===== src/rtl/hash_result_scanner.sv =====
// Read-only scanner over the per-nonce hash records. It reads H0 of every nonce and reports
// the first nonce with H0 below the target, plus the minimum H0 and the nonce that produced it.
module hash_result_scanner #(
    parameter  int unsigned NUM_NONCES = 16,
    localparam int unsigned NW         = $clog2(NUM_NONCES)
) (
    input  logic          clk,
    input  logic          reset_n,
    input  logic          start,
    input  logic [15:0]   hash_addr,
    input  logic [31:0]   target,
    output logic          done,
    output logic          found,
    output logic [NW-1:0] first_nonce,
    output logic [31:0]   min_h0,
    output logic [NW-1:0] min_nonce,
    output logic          mem_clk,
    output logic          mem_we,
    output logic [15:0]   mem_addr,
    output logic [31:0]   mem_write_data,
    input  logic [31:0]   mem_read_data
);

    localparam logic [1:0] IDLE   = 2'd0;
    localparam logic [1:0] ISSUE  = 2'd1;
    localparam logic [1:0] DRAIN  = 2'd2;
    localparam logic [1:0] REPORT = 2'd3;

    localparam logic [NW-1:0] LAST_NONCE = NW'(NUM_NONCES - 1);

    logic [1:0]    state;
    logic [1:0]    state_nxt;
    logic          accept;
    logic          issuing;
    logic [NW-1:0] issue_cnt;
    logic [31:0]   target_q;
    logic          vld0;
    logic          vld1;
    logic [NW-1:0] tag0;
    logic [NW-1:0] tag1;

    assign mem_clk        = clk;
    assign mem_we         = 1'b0;
    assign mem_write_data = 32'd0;

    // State register
    always_ff @(posedge clk or negedge reset_n) begin
        if (!reset_n) begin
            state <= IDLE;
        end else begin
            state <= state_nxt;
        end
    end

    // Next-state logic
    always_comb begin
        state_nxt = state;
        accept    = 1'b0;
        issuing   = 1'b0;
        case (state)
            IDLE: begin
                if (start) begin
                    accept    = 1'b1;
                    state_nxt = ISSUE;
                end
            end
            ISSUE: begin
                issuing = 1'b1;
                if (issue_cnt == LAST_NONCE) begin
                    state_nxt = DRAIN;
                end
            end
            DRAIN: begin
                // The final read is being captured on this edge
                if (vld1 && !vld0) begin
                    state_nxt = REPORT;
                end
            end
            REPORT: begin
                state_nxt = IDLE;
            end
            default: begin
                state_nxt = IDLE;
            end
        endcase
    end

    // Address issue, nonce-tag pipeline and result accumulation
    always_ff @(posedge clk or negedge reset_n) begin
        if (!reset_n) begin
            done        <= 1'b0;
            found       <= 1'b0;
            first_nonce <= '0;
            min_h0      <= 32'd0;
            min_nonce   <= '0;
            mem_addr    <= 16'd0;
            target_q    <= 32'd0;
            issue_cnt   <= '0;
            vld0        <= 1'b0;
            vld1        <= 1'b0;
            tag0        <= '0;
            tag1        <= '0;
        end else begin
            done <= (state == REPORT);
            vld0 <= accept | issuing;
            vld1 <= vld0;
            tag1 <= tag0;

            if (vld1) begin
                // Strict less-than keeps the lower nonce on ties
                if (tag1 == '0 || mem_read_data < min_h0) begin
                    min_h0    <= mem_read_data;
                    min_nonce <= tag1;
                end
                if (mem_read_data < target_q && !found) begin
                    found       <= 1'b1;
                    first_nonce <= tag1;
                end
            end

            if (accept) begin
                mem_addr    <= hash_addr;
                target_q    <= target;
                issue_cnt   <= NW'(1);
                tag0        <= '0;
                found       <= 1'b0;
                first_nonce <= '0;
                min_h0      <= 32'd0;
                min_nonce   <= '0;
            end else if (issuing) begin
                mem_addr  <= mem_addr + 16'd8;
                tag0      <= issue_cnt;
                issue_cnt <= issue_cnt + NW'(1);
            end
        end
    end

endmodule


===== config.mk =====
export PLATFORM = sky130hd
export DESIGN_NAME = hash_result_scanner
export DESIGN_NICKNAME = d
export VERILOG_FILES = /design/src/rtl/hash_result_scanner.sv
export SDC_FILE = /design/constraint.sdc
export NUM_CORES = 1
export LEC_CHECK = 0
export CAP_MARGIN = 20
export CORE_UTILIZATION = 45
export CTS_CLUSTER_DIAMETER = 40
export DETAILED_ROUTE_END_ITERATION = 7
export PLACE_DENSITY = 0.74
export SETUP_SLACK_MARGIN = 0.05
export SYNTH_ARGS = -nofsm -noshare
export SYNTH_HDL_FRONTEND = slang
export SYNTH_SLANG_ARGS = --single-unit

===== constraint.sdc =====
create_clock -name clk -period 2.9 [get_ports clk]
set_input_delay 0.725 -clock clk [delete_from_list [all_inputs] [get_ports clk]]
set_output_delay 0.725 -clock clk [all_outputs]
set_load 0.1 [all_outputs]

==> impl_summary.txt, run 1 <==
----------------------------------------------------
[Outcome]
  Result of the run ... completed

[Finish]
  Most used cells in the layout excluding fill and tap cells ... 96 x sky130_fd_sc_hd__buf_4, 91 x sky130_fd_sc_hd__nand2_1, 87 x sky130_fd_sc_hd__dfrtp_1
  Fraction of final layout cells sized beyond drive strength 1 ... 18.7%
  Final net count ... 935
  Count of filler cells inserted in the layout ... 1084
  Synthesis-to-layout area growth ... 34.8%
  Commonest non-fill, non-tap cell in the layout ... sky130_fd_sc_hd__buf_4
  Sequential cell area ... 0.00268 mm2
  Area used by multi-input combinational logic ... 0.00280 mm2
  Antenna Cells ... 0
  Non-filler instance count after layout ... 960

[Clocking]
  Clock-pin slew on the worst setup and hold paths ... 0.07 ns
  Clock latency on the worst-skew pair ... 0.47 ns
  Post-CTS setup buffers ... 0
  CTS tree ... yes
  CTS Hold Buffers Added ... 0

[Power]
  Lkg Pwr ... 3.82 nW
  Combinational share of power ... 59.0%
  Cell internal pwr ... 4.94 mW
  Proportion of total power due to net switching ... 52.8%
  Cell area power density ... 1310 mW/mm2
  Worst IR drop on VDD ... 1.12 mV
  Sequential power share ... 25.1%
  Clock Power Share ... 15.8%
  Switching power of the nets ... 5.52 mW

[Yosys]
  Most used flip-flop cell after synthesis ... sky130_fd_sc_hd__dfrtp_1
  Synth Instances ... 607
  Number of synthesized flops with an enable pin ... 0
  Post-synth top area share ... 44.8%
  Largest cells by area after synthesis ... sky130_fd_sc_hd__dfrtp_1 45%, sky130_fd_sc_hd__ha_1 15%, sky130_fd_sc_hd__nand2_1 5.8%, sky130_fd_sc_hd__a22o_1 5.5%, sky130_fd_sc_hd__o21ai_0 4.6%
  Share of the yosys chip area belonging to registers ... 44.8%
  Biggest area consumer among synthesized cells ... sky130_fd_sc_hd__dfrtp_1
  Unique masters post-synth ... 42
  Post-synthesis cell area ... 0.00593 mm2
  Synth Register Bits ... 106
  Synth warnings ... 0
  Mapped Avg Cell Area ... 9.76 um2
  Share of flip-flops with an asynchronous set or reset ... 100%

[Run]
  Max-cap violation count ... 0

[Setup path]
  Setup crit start ... mem_read_data[19]
  Critical register-to-register path endpoint ... min_h0[23]
  Critical Path Most Common Cell ... sky130_fd_sc_hd__a22o_1
  Crit path capture ... min_h0[23]
  Bufs and invs on worst path ... 2
  Data required time at the worst endpoint ... 3.26 ns
  Top Family by Delay on Critical Path ... compound AO/OA/AOI/OAI gates
  Path type of the worst setup path ... input pin to register
  Logic depth of the worst path, buffers included ... 9
  Biggest fanout along the worst timing path ... 22
  Ordered cell list for the critical path ... clkdlybuf4s50_1 > ha_1 > a21oi_1 > o21ai_0 > a211o_1 > a22o_1 > or3_1 > buf_6 > a22o_1
  Cell count of the worst reg-to-reg path ... 9
  Category of the worst setup path capture point ... register
  Launching point of the worst reg2reg path ... min_h0[19]
  Worst path arrival time ... 3.15 ns
  Crit path max-delay cell type ... sky130_fd_sc_hd__clkdlybuf4s50_1
  Highest cell delay on the worst timing path ... 0.51 ns
  Register-to-register setup slack ... 0.39 ns
  Startpoint type of the worst setup path ... input pin

[STA]
  Actual slew at the worst max-slew pin ... 0.622 ns
  Hold violation total from the final report ... 0
  Achievable Freq ... 357 MHz
  Worst path setup slack after routing ... 0.102 ns
  Relative slew slack ... 58.1%
  Fin crit period ... 2.80 ns
  Setup repair after global routing missed its margin ... yes
  Share of the clock period used by the worst path ... 96.5%
  Slew Limit Fails ... 0
  Number of endpoints failing setup at the final stage ... 0
  Setup skew after layout ... 0.00574 ns

[Floorplanning]
  Die ar. ... 0.0136 mm2
  Number of standard-cell rows in the floorplan ... 41
  Initial Utilization ... 46.6%
  Number of top-level design ports ... 175
  Die height ... 117 um
  Area of the core ... 0.0127 mm2
  Chip Width ... 117 um

[Detailed routing]
  DRC violation count after routing ... 0
  Routed via count divided by cell count ... 4.99
  Total detailed-routing wirelength ... 14800 um
  Post-detailed-route wirelength per cell ... 15.5 um
  1st-pass router iterations ... 5
  Vias ... 4792
  ANT nets after route ... 0
  Initial DRC count ... 191

[Placed design]
  Count of port buffers added during placement ... 141
  Total placed cells including tap cells ... 941
  Global placer's final weighted congestion ... 0.843
  Dpl hpwl ... 11200 um
  Place WS ... -0.572 ns

[Global routing]
  Number of global-route vias before repair ... 4868
  Global-route wire length before repair ... 23500 um
  Gr ovfl total ... 0
  Overall track demand over capacity in global routing ... 23.3%
  Number of antenna violations at the first check in global routing ... 0
  Largest net degree at the start of global routing ... 74

[Hold path]
  Worst hold path type ... input pin to async pin

----------------------------------------------------
## synthesized netlist by cell type, drive strengths merged (4+ instances only)
| library cell | n |
|---|---|
| o21ai | 55 |
| buf | 42 |
| clkbuf | 12 |
| nand2b | 6 |
| a21oi | 22 |
| mux2i | 10 |
| xnor2 | 7 |
| xor2 | 8 |
| inv | 67 |
| nand3 | 8 |
| and4 | 4 |
| nor4 | 4 |
| nand4 | 10 |
| a22o | 37 |
| ha | 69 |
| nor2 | 18 |
| nand2 | 91 |
| dfrtp | 106 |
## worst min-delay path by stage
stage                        from           end  slack, ns  cells after the start
after global routing      reset_n  target_q[31]       0.23                      1
after global placement       vld0          vld1       0.35                      0
after CTS                 reset_n  target_q[28]       0.21                      1
final                     reset_n  target_q[28]       0.21                      1
after detailed placement     vld0          vld1       0.35                      0
after floorplan              vld0          vld1       0.35                      0
## power groups by stage
stage          registers (mW)  logic, mW  clock network (mW)
6_report                 2.63       6.17                1.65
3_3_place_gp             2.62       5.98               0.135
2_1_floorplan            4.91       2.27               0.130
3_5_place_dp             2.64       6.15               0.135
4_1_cts                  2.62       6.17                1.69
5_1_grt                  2.70       6.61                1.76
## cell families (layout without fill, tap and decap cells)
kind of cell	Yosys count	after routing	share of synthesized area, %
adders and majority gates	69	69	14.6
other	1	33	0.0633
muxes	10	10	1.69
xor gates and xnor gates	15	15	2.22
and+or+nand+nor	154	154	11.8
buffers and inverters	121	270	10.4
AOI/OAI and AO/OA	131	131	14.5
DFF	106	106	44.8
## final cells by class
class	instances	share of cell area, %
clock inverter	6	1.10
timing repair buffer	183	20.5
clock buffer	14	3.99
sequential	106	33.5
inverter	67	3.15
multi-input combinational	412	35.1
tap	172	2.69
## worst register-to-register path: cells and delay by family (launching register included)
family	cells	cell delay, ns
compound gates	5	1.04
simple gates	1	0.43
flops	1	0.39
fa+ha+maj	1	0.29
buf+inv	2	0.25
## layer usage
layer,vias up,GRT usage (%),share of wire [%]
met5,-,0,0
met3,24,7.99,5.6
met2,123,38.9,48
met1,2290,27.6,44
li1,2355,-,-
met4,0,9.62,2.3
## registers in the layout, indices dropped and copies added (netlist names)
register	cells
tag0	4
done	1
issue_cnt	4
vld1	1
first_nonce	4
target_q	32
min_h0	32
mem_addr	16
found	1
vld0	1
state	2
tag1	4
min_nonce	4
## through the flow
stage	power (mW)	instance area, um2	TNS (ns)	util [%]	hold slack, ns
finish	10.5	7990	0	62.8	0.206
global route	11.1	7990	0	62.8	0.230
CTS	10.5	7960	0	62.6	0.212
detailed placement	8.93	7560	-17.00	59.4	0.352
global placement	8.73	7560	-14.58	59.4	0.349
floorplan	7.31	6070	0	-	0.346
## what timing repair did
item / in CTS / in global routing
pin swaps: 1 / 0
gates resized for setup: 6 / 6
cloned: 0 / 0
endpoints found under the setup margin: 5 / 33
Power figures use the tool's default switching activity.
==> inputs of run 2 (changes only) <==
--- a/config.mk
+++ b/config.mk
@@ -9,7 +9,7 @@
 export CORE_UTILIZATION = 45
 export CTS_CLUSTER_DIAMETER = 40
 export DETAILED_ROUTE_END_ITERATION = 7
-export PLACE_DENSITY = 0.74
+export PLACE_DENSITY = 0.77
 export SETUP_SLACK_MARGIN = 0.05
 export SYNTH_ARGS = -nofsm -noshare
 export SYNTH_HDL_FRONTEND = slang
==> impl_summary.txt, run 2 (same netlist as run 1, synthesis figures left out) <==
----------------------------------------------------
[Setup path]
  Ordered cell list for the critical path ... clkdlybuf4s50_1 > ha_1 > a21oi_1 > o21ai_0 > a211o_1 > a22o_1 > or3_1 > buf_4 > a22o_1
  Worst path arrival time ... 3.09 ns (-0.06 ns)
  Cell count of the worst reg-to-reg path ... 9 (unchanged)
  Setup crit start ... mem_read_data[19]
  Launching point of the worst reg2reg path ... min_h0[19]
  Startpoint type of the worst setup path ... input pin
  Path type of the worst setup path ... input pin to register
  Critical Path Most Common Cell ... sky130_fd_sc_hd__a22o_1
  Crit path max-delay cell type ... sky130_fd_sc_hd__clkdlybuf4s50_1
  Data required time at the worst endpoint ... 3.25 ns (about the same)
  Critical register-to-register path endpoint ... min_h0[25]
  Category of the worst setup path capture point ... register
  Highest cell delay on the worst timing path ... 0.51 ns (about the same)
  Register-to-register setup slack ... 0.44 ns (+0.05 ns)
  Biggest fanout along the worst timing path ... 20 (-9.1%)

[Run]
  Max-cap violation count ... 0 (unchanged)

[Floorplanning]
  Number of top-level design ports ... 175 (unchanged)
  Die ar. ... 0.0136 mm2 (unchanged)
  Number of standard-cell rows in the floorplan ... 41 (unchanged)
  Area of the core ... 0.0127 mm2 (unchanged)
  Initial Utilization ... 46.6% (unchanged)
  Die height ... 117 um (unchanged)
  Chip Width ... 117 um (unchanged)

[Finish]
  Final design area excluding fillers ... 0.00800 mm2 (about the same)
  Most used cells in the layout excluding fill and tap cells ... 108 x sky130_fd_sc_hd__buf_4, 91 x sky130_fd_sc_hd__nand2_1, 87 x sky130_fd_sc_hd__dfrtp_1
  Biggest regs ... min_h0 x32, target_q x32, mem_addr x16
  Synthesis-to-layout area growth ... 34.9% (about the same)
  Commonest non-fill, non-tap cell in the layout ... sky130_fd_sc_hd__buf_4
  Fraction of final layout cells sized beyond drive strength 1 ... 19.2% (+0.54 points)
  Final net count ... 944 (+0.96%)
  Final core utilization ... 62.8% (about the same)
  Antenna Cells ... 0 (unchanged)

[STA]
  Achievable Freq ... 364 MHz (+2.0%)
  Share of the clock period used by the worst path ... 94.6% (-1.9 points)
  Actual slew at the worst max-slew pin ... 0.682 ns (+0.0595 ns)
  Setup repair after global routing missed its margin ... no
  Relative slew slack ... 54.5% (-3.6 points)
  Number of endpoints failing setup at the final stage ... 0 (unchanged)
  Hold violation total from the final report ... 0 (unchanged)
  Slew Limit Fails ... 0 (unchanged)
  Fin crit period ... 2.74 ns (-0.0537 ns)
  Setup skew after layout ... 0.00793 ns (+0.00219 ns)

[Detailed routing]
  Total detailed-routing wirelength ... 14800 um (-0.16%)
  Initial DRC count ... 228 (+19%)
  ANT nets after route ... 0 (unchanged)
  Post-detailed-route wirelength per cell ... 15.3 um (-1.1%)
  Vias ... 4862 (+1.5%)
  Routed via count divided by cell count ... 5.02 (+0.52%)
  DRC violation count after routing ... 0 (unchanged)
  1st-pass router iterations ... 4 (-1)

[Global routing]
  Global-route wire length before repair ... 24000 um (+2.1%)
  Number of antenna violations at the first check in global routing ... 0 (unchanged)
  Largest net degree at the start of global routing ... 76 (+2.7%)
  Number of global-route vias before repair ... 4984 (+2.4%)
  Overall track demand over capacity in global routing ... 23.6% (+0.23 points)
  Gr ovfl total ... 0 (unchanged)

[Placed design]
  Count of port buffers added during placement ... 141 (unchanged)
  Dpl hpwl ... 11300 um (+0.89%)
  Global placer's final weighted congestion ... 0.868 (+2.9%)
  Placed cell areas ... 0.00761 mm2 (+0.73%)

[Power]
  Lkg Pwr ... 3.84 nW (+0.63%)
  Cell area power density ... 1290 mW/mm2 (-1.6%)
  Worst IR drop on VDD ... 0.852 mV (-24%)

[Clocking]
  Clock-pin slew on the worst setup and hold paths ... 0.07 ns (about the same)
  Clock latency on the worst-skew pair ... 0.46 ns (about the same)
  CTS tree ... yes

[Hold path]
  Worst hold path type ... input pin to async pin

[Outcome]
  Result of the run ... completed

----------------------------------------------------
==> run 2: cell type report <==
type | count | area [um2]
clock inverters | 6 | 65.1
well taps | 172 | 215
multi-input cells | 412 | 2790
flip-flops and latches | 106 | 2680
fillers | 1070 | 4730
inverters | 67 | 251
clock buffers | 14 | 319
repair buffers | 192 | 1680
==> run 2: how the worst max path moves through the flow <==
| stage | cells past startpoint | endpoint |
|---|---|---|
| 6_report | 9 | min_h0[25] |
| 4_1_cts | 12 | first_nonce[3] |
| 3_3_place_gp | 11 | first_nonce[0] |
| 5_1_grt | 11 | first_nonce[0] |
| 3_5_place_dp | 12 | first_nonce[3] |
| 2_1_floorplan | 10 | min_h0[10] |
==> run 2: what timing repair did <==
item | in CTS | in global routing
setup endpoints to repair | 1 | 4
hold buffers | 0 | 0
resized for setup | 5 | 1
setup buffers | 0 | 0
==> run 2: metal layers <==
layer  up-vias  global-route usage, %  part of all wire [%]
met3        19                   6.64                   5.5
met2       140                   39.4                    50
met4         0                   10.0                   2.2
li1       2384                      -                     -
met5         -                      0                     0
met1      2319                   28.5                    43
==> run 2: critical path, delay by kind of cell <==
family | cells | cell delay (ns)
buf+inv | 2 | 0.73
fa+ha+maj | 1 | 0.25
simple gates | 1 | 0.39
compound gates | 5 | 0.98
==> run 2: report_power, final <==
part	switching, mW	internal [mW]	total (mW)
clock network	0.700	0.880	1.58
registers	0.473	2.16	2.63
logic	4.33	1.76	6.09
total	5.50	4.80	10.3
==> run 2: through the flow <==
step | power (mW) | instances | hold slack [ns] | setup TNS, ns | setup WS [ns]
2_1_floorplan | 7.31 | 639 | 0.346 | 0 | 0.0514
3_3_place_gp | 8.67 | 950 | 0.353 | -11.28 | -0.331
3_5_place_dp | 8.88 | 950 | 0.355 | -12.63 | -0.348
4_1_cts | 10.4 | 969 | 0.270 | 0 | 0.117
5_1_grt | 10.9 | 969 | 0.288 | 0 | 0.0652
6_report | 10.3 | 969 | 0.256 | 0 | 0.156
